<file path="src/rtl/inv_rot_pkg.sv">
// Shared types and defaults for the inverse planar rotation block and its multiplier.
package inv_rot_pkg;

  localparam int unsigned Q_FRAC_DEF  = 13;
  localparam int unsigned MUL_LAT_DEF = 16;

  typedef enum logic [2:0] {
    IDLE   = 3'd0,
    ISSUE  = 3'd1,
    WAIT   = 3'd2,
    ACC    = 3'd3,
    FINISH = 3'd4
  } state_t;

  // Product index k: which operand pair feeds the multiplier.
  typedef enum logic [1:0] {
    SEL_AX_COS = 2'd0,
    SEL_AY_SIN = 2'd1,
    SEL_AX_SIN = 2'd2,
    SEL_AY_COS = 2'd3
  } prod_sel_t;

endpackage

</file>
<file path="src/rtl/seq_mult16.sv">
// Signed 16x16 sequential shift-add multiplier; mdone pulses MUL_LAT cycles after mstart.
module seq_mult16
  import inv_rot_pkg::*;
#(
  parameter int unsigned MUL_LAT = MUL_LAT_DEF
) (
  input  logic        clk,
  input  logic        rst,
  input  logic        mstart,
  input  logic [15:0] a,
  input  logic [15:0] b,
  output logic [31:0] p,
  output logic        mdone
);

  localparam int unsigned CW = $clog2(MUL_LAT + 1);

  logic [CW-1:0] cnt;
  logic          run;
  logic [4:0]    step;
  logic [31:0]   mcand;
  logic [15:0]   mplier;

  assign mdone = run && (cnt == '0);

  // Bit 0 is handled at the load edge, bits 1..15 on the following edges;
  // bit 15 carries weight -2^15, so its partial product is subtracted.
  always_ff @(posedge clk or posedge rst) begin
    if (rst) begin
      p      <= '0;
      mcand  <= '0;
      mplier <= '0;
      step   <= '0;
      cnt    <= '0;
      run    <= 1'b0;
    end else if (mstart) begin
      p      <= b[0] ? {{16{a[15]}}, a} : '0;
      mcand  <= {{15{a[15]}}, a, 1'b0};
      mplier <= {1'b0, b[15:1]};
      step   <= 5'd1;
      cnt    <= CW'(MUL_LAT - 1);
      run    <= 1'b1;
    end else if (run) begin
      if (cnt == '0) run <= 1'b0;
      else           cnt <= cnt - 1'b1;
      if (step != 5'd16) begin
        if (mplier[0]) p <= (step == 5'd15) ? p - mcand : p + mcand;
        mcand  <= mcand << 1;
        mplier <= mplier >> 1;
        step   <= step + 5'd1;
      end
    end
  end

endmodule

</file>
<file path="src/rtl/inv_rot_transform.sv">
// Inverse planar rotation: world-frame (ax, ay, az) to body frame via Q2.13 sin/cos,
// four products computed on one shared sequential multiplier.
module inv_rot_transform
  import inv_rot_pkg::*;
#(
  parameter int unsigned Q_FRAC  = Q_FRAC_DEF,
  parameter int unsigned MUL_LAT = MUL_LAT_DEF
) (
  input  logic        clk,
  input  logic        rst,
  input  logic        start,
  input  logic [15:0] ax,
  input  logic [15:0] ay,
  input  logic [15:0] az,
  input  logic [15:0] sin_q,
  input  logic [15:0] cos_q,
  output logic [31:0] bx,
  output logic [31:0] by,
  output logic [31:0] bz,
  output logic        busy,
  output logic        done
);

  state_t    state, state_nxt;
  prod_sel_t k;
  logic [1:0] k_inc;

  logic [15:0] ax_l, ay_l, az_l, sin_l, cos_l;
  logic [15:0] op_a, op_b;
  logic        mstart, mdone;
  logic [31:0] p;

  logic signed [33:0] acc_x, acc_y, acc_x_nxt, acc_y_nxt, p_ext, sh_x, sh_y;

  seq_mult16 #(.MUL_LAT(MUL_LAT)) u_mult (
    .clk    (clk),
    .rst    (rst),
    .mstart (mstart),
    .a      (op_a),
    .b      (op_b),
    .p      (p),
    .mdone  (mdone)
  );

  assign mstart = (state == ISSUE);
  assign busy   = (state != IDLE);
  assign done   = (state == FINISH);
  assign k_inc  = k + 2'd1;
  assign p_ext  = signed'({{2{p[31]}}, p});
  assign sh_x   = acc_x_nxt >>> Q_FRAC;
  assign sh_y   = acc_y_nxt >>> Q_FRAC;

  always_comb begin
    op_a = ax_l;
    op_b = cos_l;
    case (k)
      SEL_AX_COS: begin op_a = ax_l; op_b = cos_l; end
      SEL_AY_SIN: begin op_a = ay_l; op_b = sin_l; end
      SEL_AX_SIN: begin op_a = ax_l; op_b = sin_l; end
      SEL_AY_COS: begin op_a = ay_l; op_b = cos_l; end
      default:    begin op_a = ax_l; op_b = cos_l; end
    endcase
  end

  always_comb begin
    acc_x_nxt = acc_x;
    acc_y_nxt = acc_y;
    case (k)
      SEL_AX_COS, SEL_AY_SIN: acc_x_nxt = acc_x + p_ext;
      SEL_AX_SIN:             acc_y_nxt = acc_y - p_ext;
      SEL_AY_COS:             acc_y_nxt = acc_y + p_ext;
      default:                ;
    endcase
  end

  always_ff @(posedge clk or posedge rst) begin
    if (rst) state <= IDLE;
    else     state <= state_nxt;
  end

  always_comb begin
    state_nxt = state;
    case (state)
      IDLE:    if (start) state_nxt = ISSUE;
      ISSUE:   state_nxt = WAIT;
      WAIT:    if (mdone) state_nxt = ACC;
      ACC:     state_nxt = (k == SEL_AY_COS) ? FINISH : ISSUE;
      FINISH:  state_nxt = IDLE;
      default: state_nxt = IDLE;
    endcase
  end

  // Outputs load from the final accumulator values on the edge into FINISH,
  // so they are already valid in the cycle done is high.
  always_ff @(posedge clk or posedge rst) begin
    if (rst) begin
      k     <= SEL_AX_COS;
      ax_l  <= '0;
      ay_l  <= '0;
      az_l  <= '0;
      sin_l <= '0;
      cos_l <= '0;
      acc_x <= '0;
      acc_y <= '0;
      bx    <= '0;
      by    <= '0;
      bz    <= '0;
    end else begin
      case (state)
        IDLE: begin
          if (start) begin
            ax_l  <= ax;
            ay_l  <= ay;
            az_l  <= az;
            sin_l <= sin_q;
            cos_l <= cos_q;
            acc_x <= '0;
            acc_y <= '0;
            k     <= SEL_AX_COS;
          end
        end
        ACC: begin
          acc_x <= acc_x_nxt;
          acc_y <= acc_y_nxt;
          if (k == SEL_AY_COS) begin
            bx <= sh_x[31:0];
            by <= sh_y[31:0];
            bz <= {{16{az_l[15]}}, az_l};
          end else begin
            k <= prod_sel_t'(k_inc);
          end
        end
        default: ;
      endcase
    end
  end

endmodule

</file>
<file path="config.mk">
export PLATFORM = sky130hd
export DESIGN_NAME = inv_rot_transform
export DESIGN_NICKNAME = d
export VERILOG_FILES = /design/src/rtl/inv_rot_pkg.sv /design/src/rtl/seq_mult16.sv /design/src/rtl/inv_rot_transform.sv
export SDC_FILE = /design/constraint.sdc
export NUM_CORES = 1
export LEC_CHECK = 0
export BUFFER_PORTS_ARGS = -buffer_cell sky130_fd_sc_hd__buf_2
export CAP_MARGIN = 20
export CELL_PAD_IN_SITES_DETAIL_PLACEMENT = 1
export CELL_PAD_IN_SITES_GLOBAL_PLACEMENT = 1
export CORE_UTILIZATION = 44
export CTS_CLUSTER_DIAMETER = 40
export DETAILED_ROUTE_END_ITERATION = 8
export PLACE_DENSITY_LB_ADDON = 0.1
export SYNTH_ARGS = -nofsm -noshare
export SYNTH_HDL_FRONTEND = slang
export SYNTH_SLANG_ARGS = --single-unit
export TNS_END_PERCENT = 1
</file>
<file path="constraint.sdc">
create_clock -name clk -period 15.7 [get_ports clk]
set_input_delay 4.71 -clock clk [delete_from_list [all_inputs] [get_ports clk]]
set_output_delay 4.71 -clock clk [all_outputs]
set_load 0.01 [all_outputs]
</file>
==> impl_metrics.tcl <==
set metrics [dict create \
    status "finished, violations left" \
    violations "design-rule violations" \
    worstPathMaxFanout 10 \
    die_w_um 207 \
    yosys-top-cells-area "dfrtp_1, ha_1, mux2_2" \
    synth_cell_types 78 \
    area_growth_pct 15.2 \
    setup_violations 0 \
    relSlewSlack 0.267 \
    drcViolationCount 9 \
    path_clk_slew_ns 0.06 \
    grt_usage 0.239 \
    use_met2 0.394 \
    yosys.area.top_type_share 0.408 \
    skew_ns 0.0247 \
    grt_pass1_vias 15595 \
    peakVddDrop_uv 87.5 \
    start_util 0.449 \
    arrival_ns 2.02 \
    gp_congestion 0.858 \
    critPathRequiredTime_ns 10.99 \
    numCtsBuffers 49 \
    hp-class "reg2reg" \
    synth-warning-count 0 \
    drive_gt1_frac 0.189 \
    clkSinkCount 300 \
    synth_area_um2 18400 \
    synth-seq-cells 300 \
    synth-seq-area-share 0.408 \
    synth_fp_nets 2181 \
    tns_ns 0 \
    grt_pass1_wl_mm 81.6 \
    period_needed_ns 6.73 \
    syn_avg_cell_area_um2 9.26 \
    regArea_um2 7510 \
    cts_hold_buf 0 \
    synth_flop_cell "dfrtp_1" \
    period_share 0.429 \
    cp-start-kind "register" \
    rsz0062_at_grt "no" \
    grt_antenna_before_repair 0 \
    vias 15016 \
    finalNetCount 2304 \
    drt_iter0_drc 701 \
    diodes 0 \
    rows 74 \
    worstSetupEndpointType "primary output" \
    cts_tree "yes" \
    syn_inst 1988 \
    die_h_um 207 \
    async_reset_ff_frac 1.00 \
    core_um2 41000 \
    post_cts_buffers 0 \
    cts_max_path_buffers 3 \
    hold_viol 0 \
    post_cts_resized 0 \
    tightest_slew_ns 1.10 \
    synth_edf_count 0 \
    power_density_nw_per_um2 179 \
    whs_path_depth 2 \
    antenna_left 0 \
    worstSkewPairLatency_ns 0.59 \
    r2r_cells 17 \
    fmax_mhz 149 \
    dieArea_um2 42700 \
    top_usage_layer "met2" \
    synth_common_cells "dfrtp_1, nand2_1, a21oi_1, nor2_1, o21ai_0" \
    clock-root-buffer "clkbuf_16" \
    utilization 0.517 \
    p_leak_nw 10.1 \
    dp_hpwl_mm 35.7 \
    ios 181 \
    use_met1 0.328 \
    vias_per_cell 5.60 \
    wire_per_inst_um 18.6 \
    grt_max_degree 172 \
    numPortBuffers 180 \
    htreeDepth 2 \
    multiInputGateArea_um2 10100 \
    maxCapViolations 0 \
    first_pass_iters 6 \
    met3_usage 0.0295 \
    synth_most_common_cell "dfrtp_1" \
    slew_violations 0 \
    fill_cells 4723 \
    yosys.area.top_type "dfrtp_1" \
    routed_wl_mm 49.8 \
    criticalPathCategory "reg2out" \
    grt_overflow 0 \
]
-- where the power goes --
group	leakage, nW	internal, mW	switching (mW)	total (mW)
combinational	5.60	0.740	0.972	1.71
sequential	3.70	0.866	0.155	1.02
clock	0.770	0.639	0.423	1.06
total	10.1	2.25	1.55	3.79
-- cell families after synthesis --
family,synth area share
mux,0.0676
xor+xnor,0.0709
compound gates,0.192
buf+inv,0.0448
simple gates,0.141
fa+ha+maj,0.0755
flops,0.408
-- layout make-up --
class,instances,area share
multi-input combinational,1507,0.477
sequential,300,0.354
clock buffer,55,0.0612
timing repair buffer,200,0.0514
tap,532,0.0314
clock inverter,33,0.0154
inverter,53,0.00973
-- cells in the final DEF (no fill, tap or decap), drive strengths merged, types with 8 or more instances in the layout --
| cell type | Yosys | final |
|---|---|---|
| dfrtp | 300 | 300 |
| o31ai | 9 | 9 |
| o21a | 26 | 26 |
| a21oi | 148 | 148 |
| nand2 | 248 | 248 |
| mux2i | 22 | 22 |
| o21bai | 14 | 14 |
| o21ai | 148 | 148 |
| o211ai | 11 | 11 |
| a211oi | 26 | 26 |
| o22ai | 8 | 8 |
| nor2 | 149 | 149 |
| ha | 108 | 108 |
| a31oi | 37 | 37 |
| nor2b | 26 | 26 |
| xor2 | 60 | 60 |
| or3 | 12 | 12 |
| and3 | 16 | 16 |
| inv | 53 | 63 |
| a21o | 49 | 49 |
| clkinvlp | 0 | 9 |
| a22o | 20 | 20 |
| nor4 | 14 | 14 |
| nand2b | 22 | 22 |
| nand3 | 31 | 31 |
| xnor2 | 89 | 89 |
| mux2 | 91 | 91 |
| clkinv | 0 | 12 |
| nor3 | 22 | 22 |
| clkbuf | 79 | 55 |
| buf | 49 | 200 |
| o221ai | 15 | 15 |
-- metal layers --
metal	share of wire	wire (um)
met4	0.020	1010
met3	0.035	1740
met1	0.47	23500
met2	0.47	23600
met5	0	0
-- worst paths after layout --
check / from / to / slack, ns
worst max-delay path: state[1]$_DFFE_PP0P_ / done / 8.97
worst min-delay path: az_l[1]$_DFFE_PP0P_ / bz[1]$_DFFE_PP0P_ / 0.47
worst max register to register: u_mult.p[1]$_DFFE_PP0P_ / acc_y[33]$_DFFE_PP0P_ / 10.28
worst min register to register: az_l[1]$_DFFE_PP0P_ / bz[1]$_DFFE_PP0P_ / 0.47
max in group asynchronous: rst / u_mult.p[29]$_DFFE_PP0P_ / 9.83
min in group asynchronous: rst / ax_l[10]$_DFFE_PP0P_ / 4.29
-- flip-flops by register name, summed over array words and instances, names as in the netlist, 16 cells and up --
name / cells
by: 21
ax_l: 16
acc_x: 34
u_mult.mcand: 31
bz: 16
az_l: 16
u_mult.p: 32
cos_l: 16
sin_l: 16
acc_y: 34
bx: 21
ay_l: 16
-- per-stage QoR --
step	cells	worst slack [ns]	cell area (um^2)	total power [mW]	hold slack, ns
global placement	2590	8.58	19500	2.67	0.447
floorplan	1988	2.70	18400	2.32	0.435
CTS	2679	9.00	21200	3.81	0.474
global route	2680	8.96	21200	4.06	0.498
detailed placement	2591	8.81	19600	2.72	0.456
finish	2680	8.97	21200	3.79	0.470
-- worst max-delay path, cell delays in order (launching register included) --
cell	delay [ns]
dfrtp_1	0.49
nor3b_1	0.70
buf_2	0.26
Note: power is estimated with default switching activity, not from simulation.
